[config.mk]
export PLATFORM = sky130hd
export DESIGN_NAME = qpp_interleaver
export DESIGN_NICKNAME = d
export VERILOG_FILES = /design/src/rtl/qpp_interleaver.sv
export SDC_FILE = /design/constraint.sdc
export NUM_CORES = 1
export LEC_CHECK = 0
export ABC_AREA = 0
export BUFFER_PORTS_ARGS = -buffer_cell sky130_fd_sc_hd__buf_2
export CAP_MARGIN = 20
export CORE_ASPECT_RATIO = 1.1
export CORE_MARGIN = 1
export CORE_UTILIZATION = 47
export DETAILED_ROUTE_END_ITERATION = 7
export GPL_TIMING_DRIVEN = 0
export PLACE_DENSITY = 0.74
export RECOVER_POWER = 25
export SETUP_SLACK_MARGIN = 0.2
export SLEW_MARGIN = 10
export SYNTH_ARGS = -nofsm -noshare
export SYNTH_HDL_FRONTEND = slang
export SYNTH_SLANG_ARGS = --single-unit
[constraint.sdc]
create_clock -name clk -period 3.14 [get_ports clk]
set_clock_uncertainty 0.2 [all_clocks]
set_input_delay 0.157 -clock clk [delete_from_list [all_inputs] [get_ports clk]]
set_output_delay 0.157 -clock clk [all_outputs]
set_load 0.03 [all_outputs]
[src/rtl/qpp_interleaver.sv]
// qpp_interleaver: buffers one code block and streams systematic and QPP-interleaved bits,
// walking pi(k) = (F1*k + F2*k^2) mod K with two running mod-K adders instead of multipliers.
module qpp_interleaver #(
  parameter int K  = 40,
  parameter int F1 = 3,
  parameter int F2 = 10,
  parameter int IW = 6
) (
  input  logic          clk,
  input  logic          rst,
  input  logic [K-1:0]  din,
  input  logic          in_valid,
  output logic          in_ready,
  output logic          sys_out,
  output logic          int_out,
  output logic          out_valid,
  input  logic          out_ready,
  output logic [IW-1:0] idx,
  output logic          last
);
  typedef enum logic {IDLE, RUN} state_t;
  localparam logic [IW-1:0] G0  = IW'((F1 + F2) % K);
  localparam logic [IW-1:0] D2  = IW'((2 * F2) % K);
  localparam logic [IW-1:0] KM1 = IW'(K - 1);
  localparam logic [IW:0]   KW  = (IW+1)'(K);
  state_t        state_q, state_d;
  logic [K-1:0]  buf_q, buf_d, din_rev;
  logic [IW-1:0] k_q, k_d, pi_q, pi_d, g_q, g_d;
  // Operands are always < K, so one conditional subtract brings the sum back into range.
  function automatic logic [IW-1:0] add_mod(input logic [IW-1:0] a, input logic [IW-1:0] b);
    logic [IW:0] s;
    s = {1'b0, a} + {1'b0, b};
    return (s >= KW) ? IW'(s - KW) : IW'(s);
  endfunction
  // Bit-reversed buffer so that c_k lives at buffer index k.
  assign din_rev   = {<<{din}};
  assign in_ready  = (state_q == IDLE);
  assign out_valid = (state_q == RUN);
  assign last      = out_valid && (k_q == KM1);
  assign idx       = k_q;
  assign sys_out   = buf_q[k_q];
  assign int_out   = buf_q[pi_q];
  always_comb begin
    state_d = state_q;
    buf_d   = buf_q;
    k_d     = k_q;
    pi_d    = pi_q;
    g_d     = g_q;
    if (in_ready && in_valid) begin
      state_d = RUN;
      buf_d   = din_rev;
      k_d     = '0;
      pi_d    = '0;
      g_d     = G0;
    end else if (out_valid && out_ready) begin
      state_d = last ? IDLE : RUN;
      k_d     = last ? '0 : k_q + 1'b1;
      pi_d    = add_mod(pi_q, g_q);
      g_d     = add_mod(g_q, D2);
    end
  end
  always_ff @(posedge clk or negedge rst) begin
    if (!rst) begin
      state_q <= IDLE;
      buf_q   <= '0;
      k_q     <= '0;
      pi_q    <= '0;
      g_q     <= '0;
    end else begin
      state_q <= state_d;
      buf_q   <= buf_d;
      k_q     <= k_d;
      pi_q    <= pi_d;
      g_q     <= g_d;
    end
  end
endmodule

Word level (Yosys, flattened, before mapping)
Index checks and enable logic that the tools add are counted.
{"block": "op_classes", "addsub": 5, "n_mul": 0, "div_mod_pow": 0, "order_cmp": 4, "eq_ne": 1, "n_shift": 0, "muxes": 16, "bitwise": 1, "reduce_logical": 4}
{"cell": "6-bit two-way mux", "n": 9}
{"cell": "7-bit by 6-bit greater-or-equal comparator with 1-bit output, second input constant", "n": 2}
{"cell": "6-bit by 7-bit < comparator with 1-bit output, second input constant", "n": 2}
{"cell": "1-bit binary-select mux with 6-bit select", "n": 2}
{"cell": "6-bit subtractor, second input constant", "n": 2}
{"cell": "6-bit by 5-bit adder with 7-bit output, second input constant", "n": 1}
{"cell": "6-bit by 6-bit adder with 7-bit output", "n": 1}
{"cell": "6-bit by 1-bit adder with 6-bit output, second input constant", "n": 1}
{"cell": "6-bit == test, second input constant", "n": 1}
{"cell": "1-bit two-way mux", "n": 5}
{"cell": "1-bit logical AND", "n": 3}
{"cell": "2-bit nonzero test", "n": 1}
{"cell": "1-bit NOT", "n": 1}
{"block": "totals", "regBits": 59, "latchBits": 0, "ram_bits": 0, "mem_bits_ro": 0, "inputBits": 44, "output_inout_bits": 11, "word_cells": 36, "mem_count": 0}

Depth between registers and ports, before layout
{"block": "logic_depth", "depth_word": 5, "ltp_mapped": 9, "depth_no_buf": 9}

Least setup slack after synthesis
Ideal clock, no wire load.
{"block": "synth_timing", "path_type": "register -> register", "startpoint": "reg pi_q[0]", "endpoint": "reg pi_q[4]", "setup_ps": 142, "arrival_time_ps": 2221, "path_slack_ps": 577, "stages_incl_launch_ff": 10, "n_path_buf": 0, "cell_sequence": "dfrtp_1 ha_1 ha_1 a21o_1 a21oi_1 xor2_1 ha_1 o21ai_0 a2111oi_0 a2111oi_1"}
{"block": "synth_via", "elab_chain_len": 5, "elab_cells_between_ends": 6, "classes_between": "add/sub (2); order compare (1); mux (3)"}
{"item": "start: declaration", "line": "28", "rtl": "logic [IW-1:0] k_q, k_d, pi_q, pi_d, g_q, g_d;"}
{"item": "start signal: assignment", "line": "73", "rtl": "pi_q <= pi_d;"}
{"item": "6-bit by 6-bit adder with 7-bit output (*)", "line": "32", "rtl": "s = {1'b0, a} + {1'b0, b};"}
{"item": "6-bit subtractor or 7-bit by 6-bit greater-or-equal comparator with 1-bit output (tied branches)", "line": "33", "rtl": "return (s >= KW) ? IW'(s - KW) : IW'(s);"}
{"item": "6-bit two-way mux (*)", "line": "33"}
{"item": "6-bit two-way mux (*)", "line": "55", "rtl": "end else if (out_valid && out_ready) begin"}
{"item": "6-bit two-way mux (*)", "line": "49", "rtl": "if (in_ready && in_valid) begin"}
Mark *: on every way between the ends. The rest lies on a longest branch, timed or not. The select of a mux whose other input is x is not followed.
A chain may end at the register's enable or synchronous reset.

Worst setup path after layout
Ends and elaborated chain as after synthesis.

==> out/summary.txt <==
Routability Congestion -> 0.8454
post-synthesis sequential area ratio -> 0.4174
Yosys reg bits -> 58
largest net degree at the start of global routing -> 59
period utilization -> 0.8807
routed wire length -> 8705 um
area leader, netlist -> dfrtp_1
final hold vios -> 0
syn avg cell area -> 12.03 um2
first-pass GRT wire length -> 14,320 um
dominant synthesized flop cell -> dfrtp_1
Sink Count -> 58
Post-Synthesis Cell Area -> 3477 um2
Sum Neg Setup Slack -> 0 ps
status -> finished, violations left
Post-DRT Antenna Nets -> 0
Clock Pin Slew Worst Setup and Hold Paths -> 70 ps
r2r startpoint -> pi_q[0]$_DFFE_PN0P_
Crit Path Class -> reg -> reg
EDFF count, synth -> 0
hold slack -> 101.3 ps
post-synth top area share -> 0.4174
Pins Over Slew Limit -> 0
MaxCap Viol Count -> 0
WL/cell -> 17.91 um
placed wire-length estimate -> 5743 um
Syn Inst Count -> 289
CP Launch Type -> flip-flop
CTS tree -> yes
maximum net fanout on the critical path -> 6
PwrDens -> 776.1 nW/um2
fin nets -> 451
Rel. slew slack -> 0.04557
Die Y -> 92.21 um
number of distinct library cells after synthesis -> 52
Die Area -> 7747 um2
number of remaining DRC errors -> 3
post-layout minimum cycle time -> 2766 ps
Worst Setup End Kind -> flip-flop
via count -> 2,835
WHS Endpoint -> pi_q[2]$_DFFE_PN0P_
unrepaired setup endpoints after global routing -> false
Initial Util -> 0.4906
Max VDD drop -> 0.0003646 V
R2R setup slack -> 370 ps
Layout fillers -> 550
postcts setup bufs -> 0
leakage power -> 1.994 nW
IO buf count -> 54
antenna diode count -> 0
hold path cells -> 3
clk_lat worst skew -> 340 ps
GRT Util Overall -> 0.2439
YS warnings -> 0
vias in the first global route -> 2,910
Initial DRT Pass Iterations -> 6
final setup violation count -> 0
Least-Margin Pin Slew -> 1432 ps
CTS H-tree depth -> 3
hold path start -> out_ready
CP required -> 3140 ps
asr flop ratio synth -> 1.000
core area -> 7087 um2
Tot Pwr -> 3.471 mW
f_max -> 361.6 MHz
Longest Clk Path Bufs -> 2
Die Width -> 84.01 um
GRT Residual Overflow -> 0
setup ws final -> 374.5 ps
syn_nets -> 344
IO Count -> 55
violated checks -> design-rule violations
synth cell count leaders -> 58 x dfrtp_1, 40 x mux2_2, 20 x nand2_1, 13 x a21oi_1
FF-to-FF path depth -> 9
DP Worst Slack -> 288.3 ps
row cnt -> 32
worst hold path class -> in -> reg
initial antenna violation count -> 0
area occupied by multi-input gates -> 1914 um2
reg-to-reg critical path endpoint -> pi_q[4]$_DFFE_PN0P_
CP Data Arrival Time -> 2770 ps
Vias/cell -> 5.833
clk root buf -> clkbuf_8
P&R area growth vs syn -> 28.61%
initial DRC count -> 142
Synth area leaders -> dfrtp_1 42%, mux2_2 13%, mux4_2 7.8%
top-count cell post-synth -> dfrtp_1
cts bufs inserted -> 9
Sequential cell area -> 1451 um2
share of cells above drive strength 1 -> 0.3591
[critical path, cell delays in order (launching register included)]
cell,delay (ps)
dfrtp_1,420
ha_1,240
ha_1,220
a21o_1,210
a21oi_2,190
xor2_1,230
ha_2,270
o21ai_0,100
a2111oi_1,450
a2111oi_1,90
[kinds of logic (layout without fill, tap and decap cells)]
| logic type | after synthesis | in the layout | share of synthesized area |
|---|---|---|---|
| AOI/OAI and AO/OA | 57 | 57 | 0.1112 |
| xor gates and xnor gates | 7 | 7 | 0.01763 |
| adders and majority gates | 11 | 11 | 0.03958 |
| buffers and inverters | 21 | 133 | 0.03418 |
| DFF | 58 | 58 | 0.4174 |
| muxes | 60 | 60 | 0.2677 |
| and+or+nand+nor | 75 | 75 | 0.1123 |
[report_power, final]
part / leakage (nW) / switching, mW / internal [mW] / total (mW)
Sequential: 0.715 / 0.186 / 0.886 / 1.07
Clock: 0.0955 / 0.318 / 0.331 / 0.649
Combinational: 1.18 / 0.920 / 0.828 / 1.75
Total: 1.99 / 1.42 / 2.05 / 3.47
[worst max-delay path by stage]
stage                             start             endpoint  slack, ps  cells after the start
floorplan           pi_q[0]$_DFFE_PN0P_  pi_q[4]$_DFFE_PN0P_        580                      9
global placement    pi_q[0]$_DFFE_PN0P_  pi_q[4]$_DFFE_PN0P_        320                      9
detailed placement  pi_q[0]$_DFFE_PN0P_  pi_q[4]$_DFFE_PN0P_        290                      9
CTS                 pi_q[0]$_DFFE_PN0P_  pi_q[4]$_DFFE_PN0P_        270                      9
global route        pi_q[0]$_DFFE_PN0P_  pi_q[4]$_DFFE_PN0P_        210                      9
finish              pi_q[0]$_DFFE_PN0P_  pi_q[4]$_DFFE_PN0P_        370                      9
[layer usage]
| layer | up-vias | wire length, um | global-route usage |
|---|---|---|---|
| met3 | 10 | 432 | 0.03780 |
| met4 | 0 | 121 | 0.1092 |
| met2 | 88 | 4646 | 0.4351 |
| li1 | 1333 | - | - |
| met1 | 1404 | 3504 | 0.2901 |
| met5 | - | 0 | 0 |
[placed cells by master, fill, tap and decap left out, types with 2 or more instances in the layout]
| cell type | count |
|---|---|
| a2111oi_1 | 2 |
| a211oi_1 | 2 |
| a21o_1 | 3 |
| a21oi_1 | 12 |
| a22o_1 | 4 |
| a22oi_1 | 2 |
| a31oi_1 | 8 |
| and2_1 | 3 |
| and3_1 | 3 |
| buf_2 | 62 |
| buf_6 | 2 |
| clkbuf_1 | 3 |
| clkbuf_8 | 12 |
| clkinv_4 | 3 |
| dfrtp_1 | 58 |
| dlygate4sd3_1 | 42 |
| ha_1 | 10 |
| inv_1 | 4 |
| mux2_2 | 40 |
| mux4_1 | 8 |
| mux4_2 | 12 |
| nand2_1 | 20 |
| nand2b_1 | 3 |
| nand3_1 | 12 |
| nand4_1 | 4 |
| nor2_1 | 8 |
| nor2b_1 | 5 |
| nor3_1 | 4 |
| nor4_1 | 3 |
| nor4b_1 | 2 |
| o21a_1 | 2 |
| o21ai_0 | 10 |
| or2_2 | 3 |
| xnor2_1 | 3 |
| xor2_1 | 4 |
[metrics by stage]
stage | utilization | instance area, um2 | instances
3_5_place_dp | 0.5441 | 3856 | 428
6_report | 0.6310 | 4472 | 486
3_3_place_gp | 0.5438 | 3854 | 428
5_1_grt | 0.6310 | 4472 | 486
2_1_floorplan | - | 3477 | 289
4_1_cts | 0.6303 | 4467 | 486
[timing repair]
action,CTS,global route
setup endpoints to repair,0,1
gates resized for setup,0,3
endpoints found under the hold margin,99,0
hold buffers,42,0
[final cells by class]
type                       instances  area share
buffer                            17     0.02322
clock buffer                      11     0.03386
clock inverter                     5    0.008674
inverter                           4    0.003358
multi-input combinational        210      0.4281
sequential                        58      0.3246
tap                               85     0.02378
timing repair buffer              96      0.1544
[state kept, by name, summed over array words and instances, names as in the netlist]
name and cells:
out_valid 1, pi_q 6, buf_q 40, g_q 5, idx 6
No activity file was read; power rests on OpenSTA's default activity.
